--- src/rtl/hazard_forward_unit_if.sv ---
// +----------------------------------------------------------------------+
// | hazard_forward_unit_if : pipeline-register view used by the hazard   |
// | and forwarding controller.        Rev 1.0                            |
// +----------------------------------------------------------------------+
`default_nettype none

interface hazard_forward_unit_if #(
  parameter int REG_ADDR_W = 5
);
  logic [REG_ADDR_W-1:0] addressRsId;
  logic [REG_ADDR_W-1:0] addressRtId;
  logic                  usesRsId;
  logic                  usesRtId;
  logic                  branchRegsId;
  logic                  branchControlId;
  logic                  jumpId;
  logic [REG_ADDR_W-1:0] addressRsEx;
  logic [REG_ADDR_W-1:0] addressRtEx;
  logic                  memReadEx;
  logic                  regWriteEx;
  logic [REG_ADDR_W-1:0] regWriteRegisterEx;
  logic                  memReadMemInput;
  logic                  memWriteMemInput;
  logic                  regWriteMemInput;
  logic [REG_ADDR_W-1:0] regWriteRegisterMemInput;
  logic                  regWriteWbInput;
  logic [REG_ADDR_W-1:0] regWriteAddressWbInput;
  logic                  hazard;
  logic                  flushId;
  logic                  memStall;
  logic [1:0]            forwardingMux0Ex;
  logic [1:0]            forwardingMux1Ex;
  logic [31:0]           stallCycleCount;
  logic [31:0]           flushCount;

  modport master (
    output addressRsId, addressRtId, usesRsId, usesRtId, branchRegsId,
           branchControlId, jumpId, addressRsEx, addressRtEx, memReadEx,
           regWriteEx, regWriteRegisterEx, memReadMemInput, memWriteMemInput,
           regWriteMemInput, regWriteRegisterMemInput, regWriteWbInput,
           regWriteAddressWbInput,
    input  hazard, flushId, memStall, forwardingMux0Ex, forwardingMux1Ex,
           stallCycleCount, flushCount
  );

  modport slave (
    input  addressRsId, addressRtId, usesRsId, usesRtId, branchRegsId,
           branchControlId, jumpId, addressRsEx, addressRtEx, memReadEx,
           regWriteEx, regWriteRegisterEx, memReadMemInput, memWriteMemInput,
           regWriteMemInput, regWriteRegisterMemInput, regWriteWbInput,
           regWriteAddressWbInput,
    output hazard, flushId, memStall, forwardingMux0Ex, forwardingMux1Ex,
           stallCycleCount, flushCount
  );
endinterface

`default_nettype wire

--- src/rtl/hazard_forward_unit.sv ---
// +----------------------------------------------------------------------+
// | hazard_forward_unit : forwarding selects, load-use/branch stalls and |
// | multi-cycle MEM freeze. Optional counters: HAZARD_STATS_EN. Rev 1.0  |
// +----------------------------------------------------------------------+
`default_nettype none

module hazard_forward_unit #(
  parameter int REG_ADDR_W  = 5,
  parameter int MEM_LATENCY = 1,
  parameter int CNT_W       = 4
) (
  input  logic                 clk,
  input  logic                 reset,
  hazard_forward_unit_if.slave bus
);

  typedef enum logic [1:0] {
    ST_IDLE    = 2'd0,
    ST_WAIT    = 2'd1,
    ST_RELEASE = 2'd2
  } mem_state_t;

  mem_state_t       state_q, state_d;
  logic [CNT_W-1:0] cnt_q, cnt_d;
  logic             access;
  logic             mem_stall;
  logic             load_use;
  logic             branch_dep;
  logic             hazard_w;
  logic             flush_w;
  logic [1:0]       fwd0;
  logic [1:0]       fwd1;

  function automatic logic [1:0] fwd_sel(
    input logic [REG_ADDR_W-1:0] src,
    input logic                  mem_we,
    input logic [REG_ADDR_W-1:0] mem_rd,
    input logic                  wb_we,
    input logic [REG_ADDR_W-1:0] wb_rd
  );
    if (mem_we && (mem_rd != '0) && (mem_rd == src)) return 2'b10;
    if (wb_we && (wb_rd != '0) && (wb_rd == src)) return 2'b01;
    return 2'b00;
  endfunction

  always_comb begin
    fwd0 = fwd_sel(bus.addressRsEx, bus.regWriteMemInput, bus.regWriteRegisterMemInput,
                   bus.regWriteWbInput, bus.regWriteAddressWbInput);
    fwd1 = fwd_sel(bus.addressRtEx, bus.regWriteMemInput, bus.regWriteRegisterMemInput,
                   bus.regWriteWbInput, bus.regWriteAddressWbInput);
  end

  always_comb begin
    load_use = bus.memReadEx && (bus.regWriteRegisterEx != '0) &&
               ((bus.usesRsId && (bus.regWriteRegisterEx == bus.addressRsId)) ||
                (bus.usesRtId && (bus.regWriteRegisterEx == bus.addressRtId)));
    branch_dep = bus.branchRegsId && (
      (bus.regWriteEx && (bus.regWriteRegisterEx != '0) &&
       ((bus.regWriteRegisterEx == bus.addressRsId) ||
        (bus.regWriteRegisterEx == bus.addressRtId))) ||
      (bus.memReadMemInput && (bus.regWriteRegisterMemInput != '0) &&
       ((bus.regWriteRegisterMemInput == bus.addressRsId) ||
        (bus.regWriteRegisterMemInput == bus.addressRtId))));
  end

  // RELEASE always returns to IDLE so a frozen access is not re-counted.
  always_comb begin
    access    = bus.memReadMemInput || bus.memWriteMemInput;
    state_d   = state_q;
    cnt_d     = cnt_q;
    mem_stall = 1'b0;
    case (state_q)
      ST_IDLE: begin
        if ((MEM_LATENCY > 1) && access) begin
          mem_stall = 1'b1;
          cnt_d     = CNT_W'(MEM_LATENCY - 2);
          state_d   = (MEM_LATENCY > 2) ? ST_WAIT : ST_RELEASE;
        end
      end
      ST_WAIT: begin
        mem_stall = 1'b1;
        cnt_d     = cnt_q - CNT_W'(1);
        if (cnt_d == '0) state_d = ST_RELEASE;
      end
      ST_RELEASE: state_d = ST_IDLE;
      default:    state_d = ST_IDLE;
    endcase
  end

  always_ff @(posedge clk or negedge reset) begin
    if (!reset) begin
      state_q <= ST_IDLE;
      cnt_q   <= '0;
    end else begin
      state_q <= state_d;
      cnt_q   <= cnt_d;
    end
  end

  always_comb begin
    hazard_w = reset && (load_use || branch_dep) && !mem_stall;
    flush_w  = reset && (bus.branchControlId || bus.jumpId) && !hazard_w && !mem_stall;
  end

  assign bus.hazard           = hazard_w;
  assign bus.flushId          = flush_w;
  assign bus.memStall         = reset && mem_stall;
  assign bus.forwardingMux0Ex = reset ? fwd0 : 2'b00;
  assign bus.forwardingMux1Ex = reset ? fwd1 : 2'b00;

`ifdef HAZARD_STATS_EN
  logic [31:0] stall_cycle_count_q, stall_cycle_count_d;
  logic [31:0] flush_count_q, flush_count_d;

  always_comb begin
    stall_cycle_count_d = stall_cycle_count_q + {31'd0, (hazard_w || bus.memStall)};
    flush_count_d       = flush_count_q + {31'd0, flush_w};
  end

  always_ff @(posedge clk or negedge reset) begin
    if (!reset) begin
      stall_cycle_count_q <= 32'd0;
      flush_count_q       <= 32'd0;
    end else begin
      stall_cycle_count_q <= stall_cycle_count_d;
      flush_count_q       <= flush_count_d;
    end
  end

  assign bus.stallCycleCount = stall_cycle_count_q;
  assign bus.flushCount      = flush_count_q;
`else
  assign bus.stallCycleCount = 32'd0;
  assign bus.flushCount      = 32'd0;
`endif

endmodule

`default_nettype wire

--- src/flat_wrapper.sv ---
// flat-port wrapper written by rule: the top's interface ports become plain ports
module hazard_forward_unit_flat 
#(
  parameter int REG_ADDR_W  = 5,
  parameter int MEM_LATENCY = 1,
  parameter int CNT_W       = 4
)
  (clk, reset, bus_addressRsId, bus_addressRtId, bus_usesRsId, bus_usesRtId, bus_branchRegsId, bus_branchControlId, bus_jumpId, bus_addressRsEx, bus_addressRtEx, bus_memReadEx, bus_regWriteEx, bus_regWriteRegisterEx, bus_memReadMemInput, bus_memWriteMemInput, bus_regWriteMemInput, bus_regWriteRegisterMemInput, bus_regWriteWbInput, bus_regWriteAddressWbInput, bus_hazard, bus_flushId, bus_memStall, bus_forwardingMux0Ex, bus_forwardingMux1Ex, bus_stallCycleCount, bus_flushCount);
  hazard_forward_unit_if #(.REG_ADDR_W(REG_ADDR_W)) bus_i ();
  input  logic clk;
  input  logic reset;
  input wire logic [$bits(bus_i.addressRsId)-1:0] bus_addressRsId;
  input wire logic [$bits(bus_i.addressRtId)-1:0] bus_addressRtId;
  input wire logic [$bits(bus_i.usesRsId)-1:0] bus_usesRsId;
  input wire logic [$bits(bus_i.usesRtId)-1:0] bus_usesRtId;
  input wire logic [$bits(bus_i.branchRegsId)-1:0] bus_branchRegsId;
  input wire logic [$bits(bus_i.branchControlId)-1:0] bus_branchControlId;
  input wire logic [$bits(bus_i.jumpId)-1:0] bus_jumpId;
  input wire logic [$bits(bus_i.addressRsEx)-1:0] bus_addressRsEx;
  input wire logic [$bits(bus_i.addressRtEx)-1:0] bus_addressRtEx;
  input wire logic [$bits(bus_i.memReadEx)-1:0] bus_memReadEx;
  input wire logic [$bits(bus_i.regWriteEx)-1:0] bus_regWriteEx;
  input wire logic [$bits(bus_i.regWriteRegisterEx)-1:0] bus_regWriteRegisterEx;
  input wire logic [$bits(bus_i.memReadMemInput)-1:0] bus_memReadMemInput;
  input wire logic [$bits(bus_i.memWriteMemInput)-1:0] bus_memWriteMemInput;
  input wire logic [$bits(bus_i.regWriteMemInput)-1:0] bus_regWriteMemInput;
  input wire logic [$bits(bus_i.regWriteRegisterMemInput)-1:0] bus_regWriteRegisterMemInput;
  input wire logic [$bits(bus_i.regWriteWbInput)-1:0] bus_regWriteWbInput;
  input wire logic [$bits(bus_i.regWriteAddressWbInput)-1:0] bus_regWriteAddressWbInput;
  output wire logic [$bits(bus_i.hazard)-1:0] bus_hazard;
  output wire logic [$bits(bus_i.flushId)-1:0] bus_flushId;
  output wire logic [$bits(bus_i.memStall)-1:0] bus_memStall;
  output wire logic [$bits(bus_i.forwardingMux0Ex)-1:0] bus_forwardingMux0Ex;
  output wire logic [$bits(bus_i.forwardingMux1Ex)-1:0] bus_forwardingMux1Ex;
  output wire logic [$bits(bus_i.stallCycleCount)-1:0] bus_stallCycleCount;
  output wire logic [$bits(bus_i.flushCount)-1:0] bus_flushCount;
  assign bus_i.addressRsId = bus_addressRsId;
  assign bus_i.addressRtId = bus_addressRtId;
  assign bus_i.usesRsId = bus_usesRsId;
  assign bus_i.usesRtId = bus_usesRtId;
  assign bus_i.branchRegsId = bus_branchRegsId;
  assign bus_i.branchControlId = bus_branchControlId;
  assign bus_i.jumpId = bus_jumpId;
  assign bus_i.addressRsEx = bus_addressRsEx;
  assign bus_i.addressRtEx = bus_addressRtEx;
  assign bus_i.memReadEx = bus_memReadEx;
  assign bus_i.regWriteEx = bus_regWriteEx;
  assign bus_i.regWriteRegisterEx = bus_regWriteRegisterEx;
  assign bus_i.memReadMemInput = bus_memReadMemInput;
  assign bus_i.memWriteMemInput = bus_memWriteMemInput;
  assign bus_i.regWriteMemInput = bus_regWriteMemInput;
  assign bus_i.regWriteRegisterMemInput = bus_regWriteRegisterMemInput;
  assign bus_i.regWriteWbInput = bus_regWriteWbInput;
  assign bus_i.regWriteAddressWbInput = bus_regWriteAddressWbInput;
  assign bus_hazard = bus_i.hazard;
  assign bus_flushId = bus_i.flushId;
  assign bus_memStall = bus_i.memStall;
  assign bus_forwardingMux0Ex = bus_i.forwardingMux0Ex;
  assign bus_forwardingMux1Ex = bus_i.forwardingMux1Ex;
  assign bus_stallCycleCount = bus_i.stallCycleCount;
  assign bus_flushCount = bus_i.flushCount;
  hazard_forward_unit #(.REG_ADDR_W(REG_ADDR_W), .MEM_LATENCY(MEM_LATENCY), .CNT_W(CNT_W)) u_core (.clk(clk), .reset(reset), .bus(bus_i));
endmodule
--- config.mk ---
export PLATFORM = sky130hd
export DESIGN_NAME = hazard_forward_unit_flat
export DESIGN_NICKNAME = d
export VERILOG_FILES = /design/src/rtl/hazard_forward_unit_if.sv /design/src/rtl/hazard_forward_unit.sv /design/src/flat_wrapper.sv
export SDC_FILE = /design/constraint.sdc
export NUM_CORES = 1
export LEC_CHECK = 0
export CAP_MARGIN = 20
export CELL_PAD_IN_SITES_DETAIL_PLACEMENT = 1
export CELL_PAD_IN_SITES_GLOBAL_PLACEMENT = 1
export CORE_UTILIZATION = 18
export DETAILED_ROUTE_END_ITERATION = 8
export PLACE_DENSITY = 0.91
export SLEW_MARGIN = 10
export SYNTH_ARGS = -nofsm -noshare
export SYNTH_HDL_FRONTEND = slang
export SYNTH_SLANG_ARGS = --single-unit
--- constraint.sdc ---
create_clock -name clk -period 1.3 [get_ports clk]
set_input_delay 0.13 -clock clk [delete_from_list [all_inputs] [get_ports clk]]
set_output_delay 0.13 -clock clk [all_outputs]
set_load 0.03 [all_outputs]
==> results of run 1 <==
==> stage by stage <==
step / cells / power [mW] / setup TNS, ps / utilization, %
6_report: 300 / 0.7556 / -707.5 / 34.15
5_1_grt: 300 / 0.8053 / -1096 / 34.15
4_1_cts: 299 / 0.7042 / -889.8 / 31.77
3_5_place_dp: 296 / 0.6764 / -3838 / 29.63
3_3_place_gp: 296 / 0.6577 / -3556 / 29.63
2_1_floorplan: 213 / 0.5540 / -253.1 / -
==> worst max-delay path: cells and delay by family <==
family	cells	cell delay, ps
buffers and inverters	3	390
AO/OA/AOI/OAI	1	240
AND/OR/NAND/NOR	3	660
==> Yosys cell counts (all sizes together) <==
library cell,number
o21ai,1
conb,1
nor3,6
xor2,26
nand3,8
nand2,4
buf,70
and2,2
o31a,1
xnor2,14
nand4,2
or4,3
a21oi,3
o211ai,1
nor2,2
nor4,5
==> layer usage <==
layer	global-route usage, %	share of wire (%)	up-vias	wire length, um
li1	-	-	506	-
met1	10.33	31	497	1178
met2	25.04	61	70	2298
met3	0.3429	6.5	2	246
met4	1.091	0.98	0	37
met5	0	0	-	0
==> worst min-delay path by stage <==
stage	slack (ps)	from	to
floorplan	410	reset	bus_forwardingMux0Ex[1]
finish	760	reset	bus_forwardingMux1Ex[1]
global route	780	reset	bus_forwardingMux1Ex[1]
detailed placement	1130	bus_branchControlId	bus_flushId
CTS	770	reset	bus_forwardingMux1Ex[1]
global placement	1120	bus_regWriteWbInput	bus_forwardingMux0Ex[0]
==> power groups by stage <==
stage | logic, mW | registers [mW] | clock network, mW
5_1_grt | 0.805 | 0 | 0
3_3_place_gp | 0.658 | 0 | 0
3_5_place_dp | 0.676 | 0 | 0
6_report | 0.756 | 0 | 0
4_1_cts | 0.704 | 0 | 0
2_1_floorplan | 0.554 | 0 | 0
==> area by class of cell <==
cell class	count	area [um2]
Multi-Input combinational cell	143	1067
Fill cell	708	3737
Tap cell	72	90.09
Timing Repair Buffer	85	780.7
==> cell families (layout without fill, tap and decap cells) <==
| logic type | count (synthesis) | count (layout) | synth area share [%] |
|---|---|---|---|
| buffers and inverters | 70 | 85 | 47.18 |
| other | 1 | 65 | 0.3449 |
| AND/OR/NAND/NOR | 32 | 32 | 16.92 |
| AO/OA/AOI/OAI | 6 | 6 | 3.337 |
| XOR/XNOR | 40 | 40 | 32.22 |
==> what timing repair did <==
action	4_1_cts	5_1_grt
resized for setup	174	42
setup endpoints to repair	6	6
pin swaps	38	20
setup buffers	3	1
==> reports/metrics.cfg, run 1 <==
[pwr]
ir_worst_vdd_uv=123.7
p_clk_share_pct=0
power.internal_uw=283.3
p_sw_uw=472.3
power_density_nw_per_um2=389.9
p_seq_share_pct=0
pwr-share-comb_pct=100.0
sw_frac_of_total_pct=62.51
leakagePower_nw=0.9027

[synthesis]
ys_types=18
syn_inst=149
synth.cell_area_um2=1087
ys_seq_area_share_pct=0
synth_area_leaders=buf_4, xor2_1, xnor2_1
ys.warnings.count=0
avgSynthCellArea_um2=7.297
synth_largest_area_cell=buf_4
synth_top_area_share_pct=44.88

[routing]
viasPerCell=3.583
final_antenna_net_count=0
num_vias=1075
drc_errors=0
firstDrtPassIters=2
wirelength_um=3759
wire_per_inst_um=12.53
first_iter_violations=21

[global_route]
grt.total_usage_pct=10.87
grt_max_degree=6
overflow=0
antenna_found_initial=0
grt_pass1_wl_um=5292
grt_pass1_vias=1117

[sta]
worst_slack_ps=-253.5
slew_viol_final=0
post-route-period-util_pct=119.5
hold_ws_ps=758.3
max_freq_mhz=643.7
hold_violations=0
finalCriticalPeriod_ps=1553
setup_viol=5
rsz0062_at_grt=true

[die]
core_um2=5675
die_h_um=79.72
dieArea_um2=6355
initial_core_util_pct=19.16
die_w_um=79.72
rows=27
ios=119

[setup_path]
critPathLaunchType=input port
crit_chain=buf_6 -> or4_1 -> o211ai_1 -> buf_4 -> or4_4 -> nor4_4 -> buf_6
timing.critical_path.fanout_max=2
endpoint=bus_forwardingMux1Ex[0]
cpMaxStageDelayCell=or4_1
max_stage_delay_ps=510
crit_type=input port to output pin
crit_top_cell=buf_6
endpoint_kind=output pin
worst_ep_arrival_time_ps=1420
cp-startpoint=bus_regWriteAddressWbInput[3]
required_ps=1170

[placed_design]
post_dp_cell_area_um2=1682
dp_slack_ps=-675.6
portBuffers=52
dp_hpwl_um=3189
gp_congestion=0.7914

[cells_and_area]
seq_cell_count=0
nClkBuffers=0
fin_nets=278
area_growth_pct=78.25
final_cell_mix=conb_1, buf_4, buf_6, xor2_1
final_layout_size_suffix_gt1_share_pct=47.37
regArea_um2=0
design_area_um2=1938
layout_commonest_cell=conb_1
diodes=0

[worst_hold_path]
hold_path.class=input port to output pin
min_path_cells=4

[outcome]
violations=setup timing
status=finished with violations

[flow_run]
maxCapViolCount=0

[clock_network]
hold_buffers=0

No activity file was read; power rests on OpenSTA's default activity.
==> run 2: changes to the inputs <==
--- a/config.mk
+++ b/config.mk
@@ -10,6 +10,7 @@
 export CELL_PAD_IN_SITES_GLOBAL_PLACEMENT = 1
 export CORE_UTILIZATION = 18
 export DETAILED_ROUTE_END_ITERATION = 8
+export GPL_TIMING_DRIVEN = 0
 export PLACE_DENSITY = 0.91
 export SLEW_MARGIN = 10
 export SYNTH_ARGS = -nofsm -noshare
==> run 2 against run 1 <==
  * The run still ends with setup timing left
  * Combinational power is 11% higher
  * Non-clock buffer count is 37 higher
  * Worst setup slack better by 69 ps
  * Critical endpoint unchanged
  * Largest power group unchanged
==> reports/metrics.cfg, run 2 (synthesized netlist as in run 1, its figures left out) <==
[cells_and_area]
layout_commonest_cell=buf_4
seq_cell_count=0  ; unchanged
multi_input_area_um2=1018  ; -4.6%
final_layout_size_suffix_gt1_share_pct=54.72  ; +7.3 points
fin_nets=315  ; +13%
nClkBuffers=0  ; unchanged
diodes=0  ; unchanged
area_growth_pct=97.93
regArea_um2=0  ; unchanged
final_cell_mix=buf_4, conb_1, xor2_1, buf_2, buf_6
fillers=708  ; unchanged

[routing]
first_iter_violations=2  ; -90%
wire_per_inst_um=11.16  ; -11%
drc_errors=0  ; unchanged
firstDrtPassIters=2  ; unchanged
num_vias=1214  ; +13%
viasPerCell=3.602  ; +0.53%
wirelength_um=3761  ; about the same
final_antenna_net_count=0  ; unchanged

[global_route]
antenna_found_initial=0  ; unchanged
grt_pass1_wl_um=5492  ; +3.8%
grt.total_usage_pct=10.90  ; +0.034 points
grt_max_degree=6  ; unchanged
grt_pass1_vias=1212  ; +8.5%
overflow=0  ; unchanged

[die]
dieArea_um2=6355  ; unchanged
ios=119  ; unchanged
die_w_um=79.72  ; unchanged
die_h_um=79.72  ; unchanged
core_um2=5675  ; unchanged
initial_core_util_pct=19.16  ; unchanged
rows=27  ; unchanged

[sta]
post-route-period-util_pct=114.2  ; -5.3 points
max_freq_mhz=673.4  ; +4.6%
slew_viol_final=0  ; unchanged
rsz0062_at_grt=true
worst_slack_ps=-184.9  ; +68.56 ps
hold_violations=0  ; unchanged
finalCriticalPeriod_ps=1485  ; -68.56 ps
setup_viol=5  ; unchanged

[placed_design]
gp_congestion=0.8230  ; +4.0%
dp_slack_ps=-1197  ; -521.2 ps
portBuffers=47  ; -9.6%
dp_hpwl_um=3151  ; -1.2%

[setup_path]
endpoint_kind=output pin
worst_ep_arrival_time_ps=1350  ; -70 ps
timing.critical_path.fanout_max=3  ; +1
crit_type=input port to output pin
required_ps=1170  ; about the same
critPathLaunchType=input port

[outcome]
violations=setup timing
status=finished with violations

[clock_network]
hold_buffers=0  ; unchanged

[worst_hold_path]
hold_path.class=input port to output pin

[pwr]
power_density_nw_per_um2=391.1  ; +0.31%
p_total_uw=841.7  ; +11%
ir_worst_vdd_uv=139.6  ; +13%
leakagePower_nw=1.118  ; +24%

[flow_run]
maxCapViolCount=0  ; unchanged

run 2: path summary, 6_finish.rpt:
kind | startpoint | to | slack [ps] | cells past startpoint
worst max-delay path | bus_regWriteAddressWbInput[2] | bus_forwardingMux1Ex[0] | -180 | 6
worst min-delay path | reset | bus_hazard | 650 | 3
run 2: routing by layer:
layer / track usage, % / share of wire (%) / vias up / wire length, um
li1: - / - / 588 / -
met1: 11.44 / 34 / 548 / 1289
met2: 23.85 / 57 / 74 / 2158
met3: 0.4571 / 7.8 / 4 / 295
met4: 0.7273 / 0.45 / 0 / 17
met5: 0 / 0 / - / 0
run 2: worst max-delay path, stage by stage:
cell and delay [ps]:
buf_8 100, or4_4 510, o211ai_1 220, or4_4 190, nor4_4 30, buf_4 170
run 2: cell type report:
class                           instances  area share [%]
Multi-Input combinational cell        143           47.33
Buffer                                 70           27.33
Timing Repair Buffer                   52           21.16
Tap cell                               72           4.186
run 2: report_power, final:
part           leakage (nW)  switching, mW  internal, mW
Sequential                0              0             0
Combinational          1.12          0.473         0.369
Clock                     0              0             0
Total                  1.12          0.473         0.369
run 2: repair_timing:
action	CTS	global route
resized for setup	223	10
setup endpoints to repair	6	6
buffers inserted	2	3
cloned	0	0
pin swaps	37	12
run 2: metrics by stage:
step | instances | setup TNS, ps | hold WS, ps | utilization (%) | instance area [um2]
floorplan | 213 | -253.1 | 409.8 | - | 1369
global placement | 332 | -6374 | 1388 | 33.99 | 1929
detailed placement | 332 | -6667 | 1413 | 33.99 | 1929
CTS | 334 | -440.9 | 661.5 | 37.54 | 2131
global route | 337 | -885.3 | 668.7 | 37.92 | 2152
finish | 337 | -516.7 | 653.2 | 37.92 | 2152
==> run 3: changes to the inputs <==
--- a/config.mk
+++ b/config.mk
@@ -8,10 +8,10 @@
 export CAP_MARGIN = 20
 export CELL_PAD_IN_SITES_DETAIL_PLACEMENT = 1
 export CELL_PAD_IN_SITES_GLOBAL_PLACEMENT = 1
-export CORE_UTILIZATION = 18
+export CORE_ASPECT_RATIO = 1.75
+export CORE_UTILIZATION = 19
 export DETAILED_ROUTE_END_ITERATION = 8
-export GPL_TIMING_DRIVEN = 0
-export PLACE_DENSITY = 0.91
+export PLACE_DENSITY = 0.95
 export SLEW_MARGIN = 10
 export SYNTH_ARGS = -nofsm -noshare
 export SYNTH_HDL_FRONTEND = slang
==> constraint.sdc (replaced) <==
create_clock -name clk -period 1.75 [get_ports clk]
set_input_delay 0.175 -clock clk [delete_from_list [all_inputs] [get_ports clk]]
set_output_delay 0.175 -clock clk [all_outputs]
set_load 0.03 [all_outputs]
==> run 3 against run 2 <==
  * The run now ends clean
  * Via count fell by 8.8%
  * Wire length increased by 1.6%
  * Worst setup slack gained 250 ps
  * Core utilization shrank 7.3 points
  * Global-route usage grew 1.4 points
  * Sequential share of layout area did not move
  * First-iteration DRC count rose to 6.5 times the previous value
  * Critical path depth increased by 2
  * Final cell count decreased by 11%
==> reports/metrics.cfg, run 3 (synthesized netlist as in run 1, its figures left out) <==
[pwr]
power.internal_uw=170.3  ; -54%
leakagePower_nw=0.8285  ; -26%
power_density_nw_per_um2=296.5  ; -24%
sw_frac_of_total_pct=66.19  ; +10 points
p_clk_share_pct=0  ; unchanged
p_seq_share_pct=0  ; unchanged
pwr-share-comb_pct=100.0  ; about the same
p_total_uw=503.7  ; -40%
p_sw_uw=333.4  ; -29%
ir_worst_vdd_uv=106.0  ; -24%

[placed_design]
portBuffers=52  ; +11%
placedCellCount=298  ; -10%
gp_congestion=0.7100  ; -14%
dp_hpwl_um=3338  ; +5.9%

[flow_run]
maxCapViolCount=0  ; unchanged

[global_route]
antenna_found_initial=0  ; unchanged
grt.total_usage_pct=12.32  ; +1.4 points
gr-usage-met3_pct=1.266  ; +0.81 points
grt_pass1_vias=1172  ; -3.3%
grt_max_degree=6  ; unchanged
use_met1_pct=9.437  ; -2.0 points
gr-max-usage-layer=met2
overflow=0  ; unchanged
grt_pass1_wl_um=5575  ; +1.5%
met2_usage_pct=28.18  ; +4.3 points

[cells_and_area]
regArea_um2=0  ; unchanged
nClkBuffers=0  ; unchanged
diodes=0  ; unchanged
layout_commonest_cell=conb_1
area_growth_pct=56.27
final_layout_size_suffix_gt1_share_pct=32.59  ; -22 points
final_core_util_pct=30.67  ; -7.3 points
fin_nets=274  ; -13%
final_cell_mix=conb_1, buf_4, xor2_1, xnor2_1, clkdlybuf4s50_1
final_cell_count_no_fill=300  ; -11%
seq_cell_count=0  ; unchanged

[setup_path]
endpoint_kind=output pin
critPathLaunchType=input port
max_stage_delay_ps=240  ; -270 ps
timing.critical_path.fanout_max=2  ; -1
required_ps=1570  ; +400 ps
cpMaxStageDelayCell=a21oi_2
worst_ep_arrival_time_ps=1510  ; +160 ps
crit_chain=clkdlybuf4s15_1 -> xor2_1 -> nor3_2 -> buf_4 -> nand4_1 -> a21oi_2 -> o31a_1 -> buf_6
crit_type=input port to output pin

[worst_hold_path]
hold_path.class=input port to output pin

[die]
dieArea_um2=6041  ; -4.9%
die_h_um=102.1  ; +28%
initial_core_util_pct=19.63  ; +0.47 points
core_um2=5540  ; -2.4%
ios=119  ; unchanged
die_w_um=59.19  ; -26%
rows=36  ; +33%

[routing]
num_vias=1107  ; -8.8%
first_iter_violations=13  ; +11
final_antenna_net_count=0  ; unchanged
wire_per_inst_um=12.74  ; +14%
viasPerCell=3.690  ; +2.4%
firstDrtPassIters=2  ; unchanged
drc_errors=0  ; unchanged
wirelength_um=3823  ; +1.6%

[sta]
finalCriticalPeriod_ps=1687
hold_violations=0  ; unchanged
max_freq_mhz=592.9
slew_viol_final=0  ; unchanged
post-route-period-util_pct=96.39
setup_viol=0  ; -5
final.setup.tns_ps=0  ; +516.7 ps
hold_ws_ps=945.7  ; +292.5 ps

[outcome]
status=completed

-- run 3: path summary, 6_finish.rpt --
kind / startpoint / end / slack (ps) / depth (start not counted)
hold / removal: bus_regWriteAddressWbInput[3] / bus_forwardingMux0Ex[0] / 950 / 5
setup / recovery: bus_addressRsId[4] / bus_hazard / 60 / 8
-- run 3: worst max-delay path: cells and delay by family --
kind	cells	cell delay [ps]
AOI/OAI and AO/OA	2	430
xor gates and xnor gates	1	180
buffers and inverters	3	460
and+or+nand+nor	2	270
-- run 3: per-stage QoR --
step	worst slack (ps)	area (um2)
6_report	63.24	1699
5_1_grt	-2.053	1699
4_1_cts	4.307	1643
3_5_place_dp	-415.8	1624
3_3_place_gp	-319.1	1624
2_1_floorplan	152.5	1334
-- run 3: repair_timing --
| action | 4_1_cts | 5_1_grt |
|---|---|---|
| gates resized for setup | 70 | 35 |
| hold buffers | 0 | 0 |
| setup buffers | 0 | 2 |
| endpoints found under the setup margin | 6 | 6 |
| pin swaps | 14 | 16 |
-- run 3: layout make-up --
cell class	instances	area [um2]
multi-input cells	143	938.4
repair buffers	81	665.6
well taps	76	95.09
fillers	720	3841
-- run 3: per-layer routing --
metal,share of wire [%],up-vias
met5,0,-
met4,3.8,0
met3,9.8,11
met2,61,102
met1,26,488
li1,-,506
-- run 3: power by group through the flow --
stage,sequential [mW],clock [mW],combinational (mW)
CTS,0,0,0.488
global placement,0,0,0.482
floorplan,0,0,0.403
detailed placement,0,0,0.496
finish,0,0,0.504
global route,0,0,0.538
